[src/rtl/mem_reader_pkg.sv]
// Shared parameters, FSM state encoding and length clamp for the mem_reader slice.
// No logic of its own; purely declarations.
// Not applicable.
package mem_reader_pkg;

    localparam int ADDR_W_DEF = 6;
    localparam int DATA_W_DEF = 8;
    localparam int MAX_LEN    = 64;
    localparam int LEN_W      = 7;

    typedef enum logic [1:0] {
        IDLE  = 2'd0,
        READ  = 2'd1,
        DRAIN = 2'd2,
        DONE  = 2'd3
    } state_t;

    // Requested lengths above the memory depth are read as one full pass.
    function automatic logic [LEN_W-1:0] clamp_len(input logic [LEN_W-1:0] l);
        return (l > LEN_W'(MAX_LEN)) ? LEN_W'(MAX_LEN) : l;
    endfunction

endpackage

[src/rtl/mem_reader_oreg.sv]
// Output holding register for the mem_reader byte stream.
// Latency: one cycle from load to out_valid.
// Backpressure: data/last held stable while out_valid && !out_ready; valid drops only after a handshake.
module mem_reader_oreg
    import mem_reader_pkg::*;
#(
    parameter int DATA_W = DATA_W_DEF
) (
    input  logic              clk,
    input  logic              rst,
    input  logic              load,
    input  logic [DATA_W-1:0] load_data,
    input  logic              load_last,
    input  logic              out_ready,
    output logic [DATA_W-1:0] out_data,
    output logic              out_valid,
    output logic              out_last
);

    // Load a new beat when asked; otherwise retire the held beat once taken.
    always_ff @(posedge clk) begin
        if (rst) begin
            out_data  <= '0;
            out_valid <= 1'b0;
            out_last  <= 1'b0;
        end else if (load) begin
            out_data  <= load_data;
            out_valid <= 1'b1;
            out_last  <= load_last;
        end else if (out_valid && out_ready) begin
            out_valid <= 1'b0;
            out_last  <= 1'b0;
        end
    end

endmodule

[src/rtl/mem_reader.sv]
// Sequential read-out of the 64x8 register file onto a valid/ready byte stream.
// Latency: start in N -> busy from N+1, first beat from N+2; 1 byte/cycle with out_ready high.
// Backpressure: memory fetch stalls while the held beat is not taken. Optional checksum beat: MEM_READER_CSUM_EN.
module mem_reader
    import mem_reader_pkg::*;
#(
    parameter int ADDR_W = ADDR_W_DEF,
    parameter int DATA_W = DATA_W_DEF
) (
    input  logic              clk,
    input  logic              rst,
    input  logic              start,
    input  logic [ADDR_W-1:0] base_addr,
    input  logic [6:0]        len,
    output logic [ADDR_W-1:0] mem_addr,
    input  logic [DATA_W-1:0] mem_data,
    output logic [DATA_W-1:0] out_data,
    output logic              out_valid,
    input  logic              out_ready,
    output logic              out_last,
    output logic              busy,
    output logic              done
);

    state_t              state;
    logic [ADDR_W-1:0]   addr_q;
    logic [LEN_W-1:0]    cnt_q;
    logic [LEN_W-1:0]    cnt_init;
    logic                load;
    logic                load_last;
    logic [DATA_W-1:0]   load_data;

    assign mem_addr  = addr_q;
    assign load      = (state == READ) && (!out_valid || out_ready);
    assign load_last = (cnt_q == LEN_W'(1));

`ifdef MEM_READER_CSUM_EN
    logic [DATA_W-1:0] csum_q;

    // The extra trailing beat carries the checksum instead of memory data.
    assign cnt_init  = clamp_len(len) + LEN_W'(1);
    assign load_data = load_last ? csum_q : mem_data;

    // XOR of every data byte streamed by the current command.
    always_ff @(posedge clk) begin
        if (rst) begin
            csum_q <= '0;
        end else if (state == IDLE && start) begin
            csum_q <= '0;
        end else if (load && !load_last) begin
            csum_q <= csum_q ^ mem_data;
        end
    end
`else
    assign cnt_init  = clamp_len(len);
    assign load_data = mem_data;
`endif

    // Command FSM with address/count tracking and registered busy/done.
    always_ff @(posedge clk) begin
        if (rst) begin
            state  <= IDLE;
            addr_q <= '0;
            cnt_q  <= '0;
            busy   <= 1'b0;
            done   <= 1'b0;
        end else begin
            case (state)
                IDLE: begin
                    done <= 1'b0;
                    if (start) begin
                        if (len != '0) begin
                            addr_q <= base_addr;
                            cnt_q  <= cnt_init;
                            busy   <= 1'b1;
                            state  <= READ;
                        end else begin
                            done  <= 1'b1;
                            state <= DONE;
                        end
                    end
                end
                READ: begin
                    if (load) begin
                        addr_q <= addr_q + ADDR_W'(1);
                        cnt_q  <= cnt_q - LEN_W'(1);
                        if (load_last) begin
                            state <= DRAIN;
                        end
                    end
                end
                DRAIN: begin
                    if (out_valid && out_ready) begin
                        busy  <= 1'b0;
                        done  <= 1'b1;
                        state <= DONE;
                    end
                end
                DONE: begin
                    done  <= 1'b0;
                    state <= IDLE;
                end
                default: begin
                    state <= IDLE;
                end
            endcase
        end
    end

    mem_reader_oreg #(
        .DATA_W(DATA_W)
    ) u_oreg (
        .clk       (clk),
        .rst       (rst),
        .load      (load),
        .load_data (load_data),
        .load_last (load_last),
        .out_ready (out_ready),
        .out_data  (out_data),
        .out_valid (out_valid),
        .out_last  (out_last)
    );

endmodule

[config.mk]
export PLATFORM = sky130hd
export DESIGN_NAME = mem_reader
export DESIGN_NICKNAME = d
export VERILOG_FILES = /design/src/rtl/mem_reader_pkg.sv /design/src/rtl/mem_reader_oreg.sv /design/src/rtl/mem_reader.sv
export SDC_FILE = /design/constraint.sdc
export NUM_CORES = 1
export LEC_CHECK = 0
export BUFFER_PORTS_ARGS = -buffer_cell sky130_fd_sc_hd__buf_2
export CORE_UTILIZATION = 25
export CTS_CLUSTER_DIAMETER = 120
export CTS_CLUSTER_SIZE = 40
export DETAILED_ROUTE_END_ITERATION = 8
export GPL_TIMING_DRIVEN = 0
export SLEW_MARGIN = 5
export SYNTH_ARGS = -nofsm -noshare
export SYNTH_HDL_FRONTEND = slang
export SYNTH_SLANG_ARGS = --single-unit
[constraint.sdc]
create_clock -name clk -period 2.6 [get_ports clk]
set_clock_uncertainty 0.1 [all_clocks]
set_input_delay 0.52 -clock clk [delete_from_list [all_inputs] [get_ports clk]]
set_output_delay 0.52 -clock clk [all_outputs]
set_load 0.05 [all_outputs]
# ---- Yosys cells after proc, flatten, opt, wreduce, memory -nomap -nowiden
# Index checks and enable logic that the tools add are counted.
# W data, S select, Z words.
dict set report totals {
  reg_bits 27
  output_inout_bits 18
  in_bits 25
}
dict set report classes {
  n_reduce_logical 14
  muxes 25
  n_addsub 2
  magnitude_cmp 1
  eq_ne 9
}
# operator n
set op_table {}
lappend op_table {{$mux W7} 4}
lappend op_table {{$mux W6} 3}
lappend op_table {{$pmux W7 S2} 1}
lappend op_table {{$pmux W6 S2} 1}
lappend op_table {{$reduce_and A4 Y1} 3}
lappend op_table {{$mux W2} 5}
lappend op_table {{$mux W1} 8}
lappend op_table {{$ne A2 B2 Y1 const B} 4}
lappend op_table {{$pmux W2 S4} 1}
lappend op_table {{$eq A7 B1 Y1 const B} 1}
lappend op_table {{$gt A7 B7 Y1 const B} 1}
lappend op_table {{$reduce_bool A7 Y1} 1}
lappend op_table {{$sub A7 B1 Y7 const B} 1}
lappend op_table {{$add A6 B1 Y6 const B} 1}
lappend op_table {{$reduce_bool A2 Y1} 3}
lappend op_table {{$eq A2 B2 Y1 const B} 2}
lappend op_table {{$pmux W1 S3} 1}
lappend op_table {{$reduce_bool A3 Y1} 1}
lappend op_table {{$eq A2 B1 Y1 const B} 1}
lappend op_table {{$logic_and A1 B1 Y1} 2}
lappend op_table {{$logic_not A2 Y1} 1}
lappend op_table {{$ne A2 B1 Y1 const B} 1}
lappend op_table {{$pmux W1 S2} 1}
lappend op_table {{$reduce_and A2 Y1} 1}
lappend op_table {{other kinds (2)} 2}

# ---- Depth between registers and ports, before layout
dict set report depth {
  word_depth 5
  mapped_depth 7
}

# ---- Modules after synthesis
# From an unflattened synthesis, not the netlist that was laid out.
dict set report hier_totals {
  cells_unflattened 182
  hier_area_um2 1569.0
}
# mod cells_per_inst area_per_inst_um2 instances
set by_module_without_submodules {}
lappend by_module_without_submodules {mem_reader 147 1209.9 1}
lappend by_module_without_submodules {mem_reader_oreg 35 359.1 1}

# ---- Least setup slack after synthesis
# Ideal clock, no wire load.
dict set report synth_path {
  path_kind {flip-flop to flip-flop}
  from {register state[1]}
  to {register addr_q[0], in the netlist mem_addr[0]}
  required_time_ps 2413
  t_arrival_ps 1736
  setup_slack_ps 677
  path_stages_with_launch 8
  setup_time_ps 87
  cell_sequence {dfxtp_1 inv_1 ha_1 or4b_4 o211ai_4 buf_6 nand3_1 o31ai_1}
}
dict set report synth_between {
  elab_chain_cells 4
  word_cells_on_any_way 9
  classes_between {4 x eq/ne; 1 x mux; 4 x reduce/logical}
}
# item line_no
set synth_lines {}
lappend synth_lines {{start: declaration} mem_reader.sv:25} ;# state_t state;
lappend synth_lines {{start signal: assignment} mem_reader.sv:62} ;# state <= IDLE;
lappend synth_lines {{start signal: assignment} mem_reader.sv:76} ;# state <= READ;
lappend synth_lines {{start signal: assignment} mem_reader.sv:79} ;# state <= DONE;
lappend synth_lines {{$eq A2 B1 Y1} {mem_reader.sv:34, mem_reader.sv:68}}
lappend synth_lines {{$logic_and A1 B1 Y1} mem_reader.sv:34} ;# assign load = (state == READ) && (!out_valid || out_ready);
lappend synth_lines {{$ne A2 B2 Y1 (no line)} --}
lappend synth_lines {{$reduce_and A4 Y1 (no line)} --}
lappend synth_lines {{end signal: assignment} mem_reader.sv:73} ;# addr_q <= base_addr;
lappend synth_lines {{end signal: assignment} mem_reader.sv:85} ;# addr_q <= addr_q + ADDR_W'(1);
lappend synth_lines {{end: declaration} mem_reader.sv:26} ;# logic [ADDR_W-1:0] addr_q;
# Parallel ways exist; a longest one is shown, timed or not.
# A chain may end at the register's enable or synchronous reset.

# ---- Worst setup path after layout
dict set report layout_path {
  from {register state[1]}
  to {register cnt_q[3]}
}
dict set report layout_between {
  elab_chain_cells 4
  word_cells_on_any_way 9
  classes_between {4 x eq/ne; 1 x mux; 4 x reduce/logical}
}
# item line_no
set layout_lines {}
lappend layout_lines {{$eq A2 B1 Y1} {mem_reader.sv:34, mem_reader.sv:68}}
lappend layout_lines {{$logic_and A1 B1 Y1} mem_reader.sv:34}
lappend layout_lines {{$ne A2 B2 Y1 (no line)} --}
lappend layout_lines {{$reduce_and A4 Y1 (no line)} --}
lappend layout_lines {{end signal: assignment} mem_reader.sv:74} ;# cnt_q <= cnt_init;
lappend layout_lines {{end signal: assignment} mem_reader.sv:86} ;# cnt_q <= cnt_q - LEN_W'(1);
lappend layout_lines {{end: declaration} mem_reader.sv:27} ;# logic [LEN_W-1:0] cnt_q;
# Parallel ways exist; a longest one is shown, timed or not.

==> flow_summary.toml <==
[outcome]
status = "finished, final reports clean"

[sta]
setup_viol = 0
max_freq_ghz = 0.453
worst_slew_pin_slew_ps = 619
hold_slack_ps = 359
hold_viol = 0
finalCritPeriodShare_pct = 84.9
period_needed_ps = 2210
relSlewSlack_pct = 58.7
maxSlewViolCount = 0
worst_slack_ps = 394
fin_setup_tns_ps = 0
rsz0062_at_grt = "no"

[logic_synthesis]
synth_nets = 220
synth_top_area_share_pct = 35.2
synth-seq-cells = 27
synth-main-ff-cell = "dfxtp_1"
synthArstFlopShare_pct = 0
synthesis.instances = 188
synthTopCellsByCount = "29 x a21oi_1, 27 x dfxtp_1, 25 x nand2_1"
syn-cell-area_mm2 = 0.00154
seq_area_frac_synth_pct = 35.2
ys_top_cells_by_area = "dfxtp_1 35%, a21oi_1 9.4%, nand2_1 6.1%"
yosysMostFrequentCell = "a21oi_1"
synthDistinctLibCells = 50
yosys_warnings = 0
synth_edf_count = 0
synth_area_leader_cell = "dfxtp_1"
syn_area_per_cell_um2 = 8.17

[cts]
cts_setup_buffers = 0
clock_path_buffers = 2
path_clk_slew_ps = 100
cts_max_level = 1
cts_made_buffers = 3
cts_resized = 0
cts_tree = "yes"
cts.sinks = 27
root_buffer = "clkbuf_8"
cts-hold-fix-buffers = 0
clock_latency_ps = 280

[floorplanning]
rows = 28
die_h_um = 80.4
dieArea_mm2 = 0.00646
ios = 43
start_util_pct = 26.0
die_width_um = 80.4
coreArea_mm2 = 0.00592

[finish]
final_core_utilization_pct = 31.8
n_antenna_cell = 0
final_area_mm2 = 0.00188
drive_gt1_share_pct = 22.7
area_growth_pct = 22.4
nNetsFinal = 266

[global_routing]
grt_max_degree = 15
grt_pass1_vias = 1429
grt_pass1_wl_um = 7080
antenna_found_initial = 0
grt_usage_pct = 14.0
grt_overflow_total = 0

[power_and_ir_drop]
power_density_mw_per_mm2 = 1150
power_leakage_nw = 0.766
ir_drop_mv = 0.391

[detailed_routing]
via_per_inst = 4.96
drt_iter0_markers = 125
vias = 1528
postRouteAntennaNets = 0
routed_wl_um = 4270
routedWlPerCell_um = 13.9
drt-pass1-iter-count = 4
drc_errors = 0

[setup_path]
critPathKind = "register to register"
start_kind = "register"
worstPathArrival_ps = 2300
endpoint_kind = "register"
cp.required_ps = 2690
path_max_fanout = 10

[placement]
portBuffers = 41
dp_hpwl_um = 3190
dpl_cell_area_mm2 = 0.00184
pre_cts_ws_ps = 430
gp_congestion = 0.853

[flow_run]
cap_violations = 0

[hold_path]
hold_class = "register to register"
[report_power, final]
group	internal, mW	switching, mW
logic	0.415	0.849
registers	0.538	0.104
clock network	0.110	0.138
total	1.06	1.09
[through the flow]
stage,power (mW),std cells
6_report,2.15,308
2_1_floorplan,1.61,188
3_3_place_gp,1.90,304
5_1_grt,2.32,308
4_1_cts,2.16,308
3_5_place_dp,1.91,304
[flip-flops by register name, indices dropped and copies added, names as in the netlist]
register / count
busy: 1
u_oreg.out_valid: 1
u_oreg.out_data: 8
mem_addr: 6
state: 2
cnt_q: 7
done: 1
u_oreg.out_last: 1
[routing by layer]
layer | wire length (µm) | part of all wire [%] | GRT usage [%]
met1 | 2080 | 49 | 19.2
met4 | 21 | 0.49 | 1.96
met2 | 1950 | 46 | 22.7
met5 | 0 | 0 | 0
met3 | 221 | 5.2 | 3.30
[placed cells by master (no fill, tap or decap), drive strengths merged, types with 3 or more instances in the layout]
cell type	count
buf	44
a21oi	29
dfxtp	27
nand2	25
inv	13
clkbuf	9
ha	7
nor3	5
nand3	5
o211ai	5
nor2	5
o21ai	5
o31ai	4
nor4	4
nor2b	4
nor3b	3
nand4	3
o32ai	3
and3	3
[path summary, 6_finish.rpt]
kind,startpoint,end,slack [ps],cells after the start
max,state[1],cnt_q[3],390,6
min,u_oreg.out_data[0],u_oreg.out_data[0],360,2
max reg2reg,state[1],cnt_q[3],390,6
min reg2reg,u_oreg.out_data[0],u_oreg.out_data[0],360,2
[critical path, stage by stage (launching register included)]
cell and delay (ps):
dfxtp_1 340, inv_1 140, ha_1 230, buf_1 420, buf_1 460, a22oi_1 200
o32ai_1 240
[kinds of logic after synthesis]
kind of cell	share of synthesized area, %
flops	35.2
mux	1.38
compound gates	30.5
simple gates	21.3
buf+inv	5.86
fa+ha+maj	5.70
[layout make-up]
class / count / area (µm²)
inverter: 14 / 52.6
tap: 75 / 93.8
clock buffer: 4 / 45.0
timing repair buffer: 41 / 205
sequential: 27 / 541
buffer: 8 / 37.5
fill: 646 / 4040
multi-input combinational: 139 / 906
(Power assumes the default switching activity.)
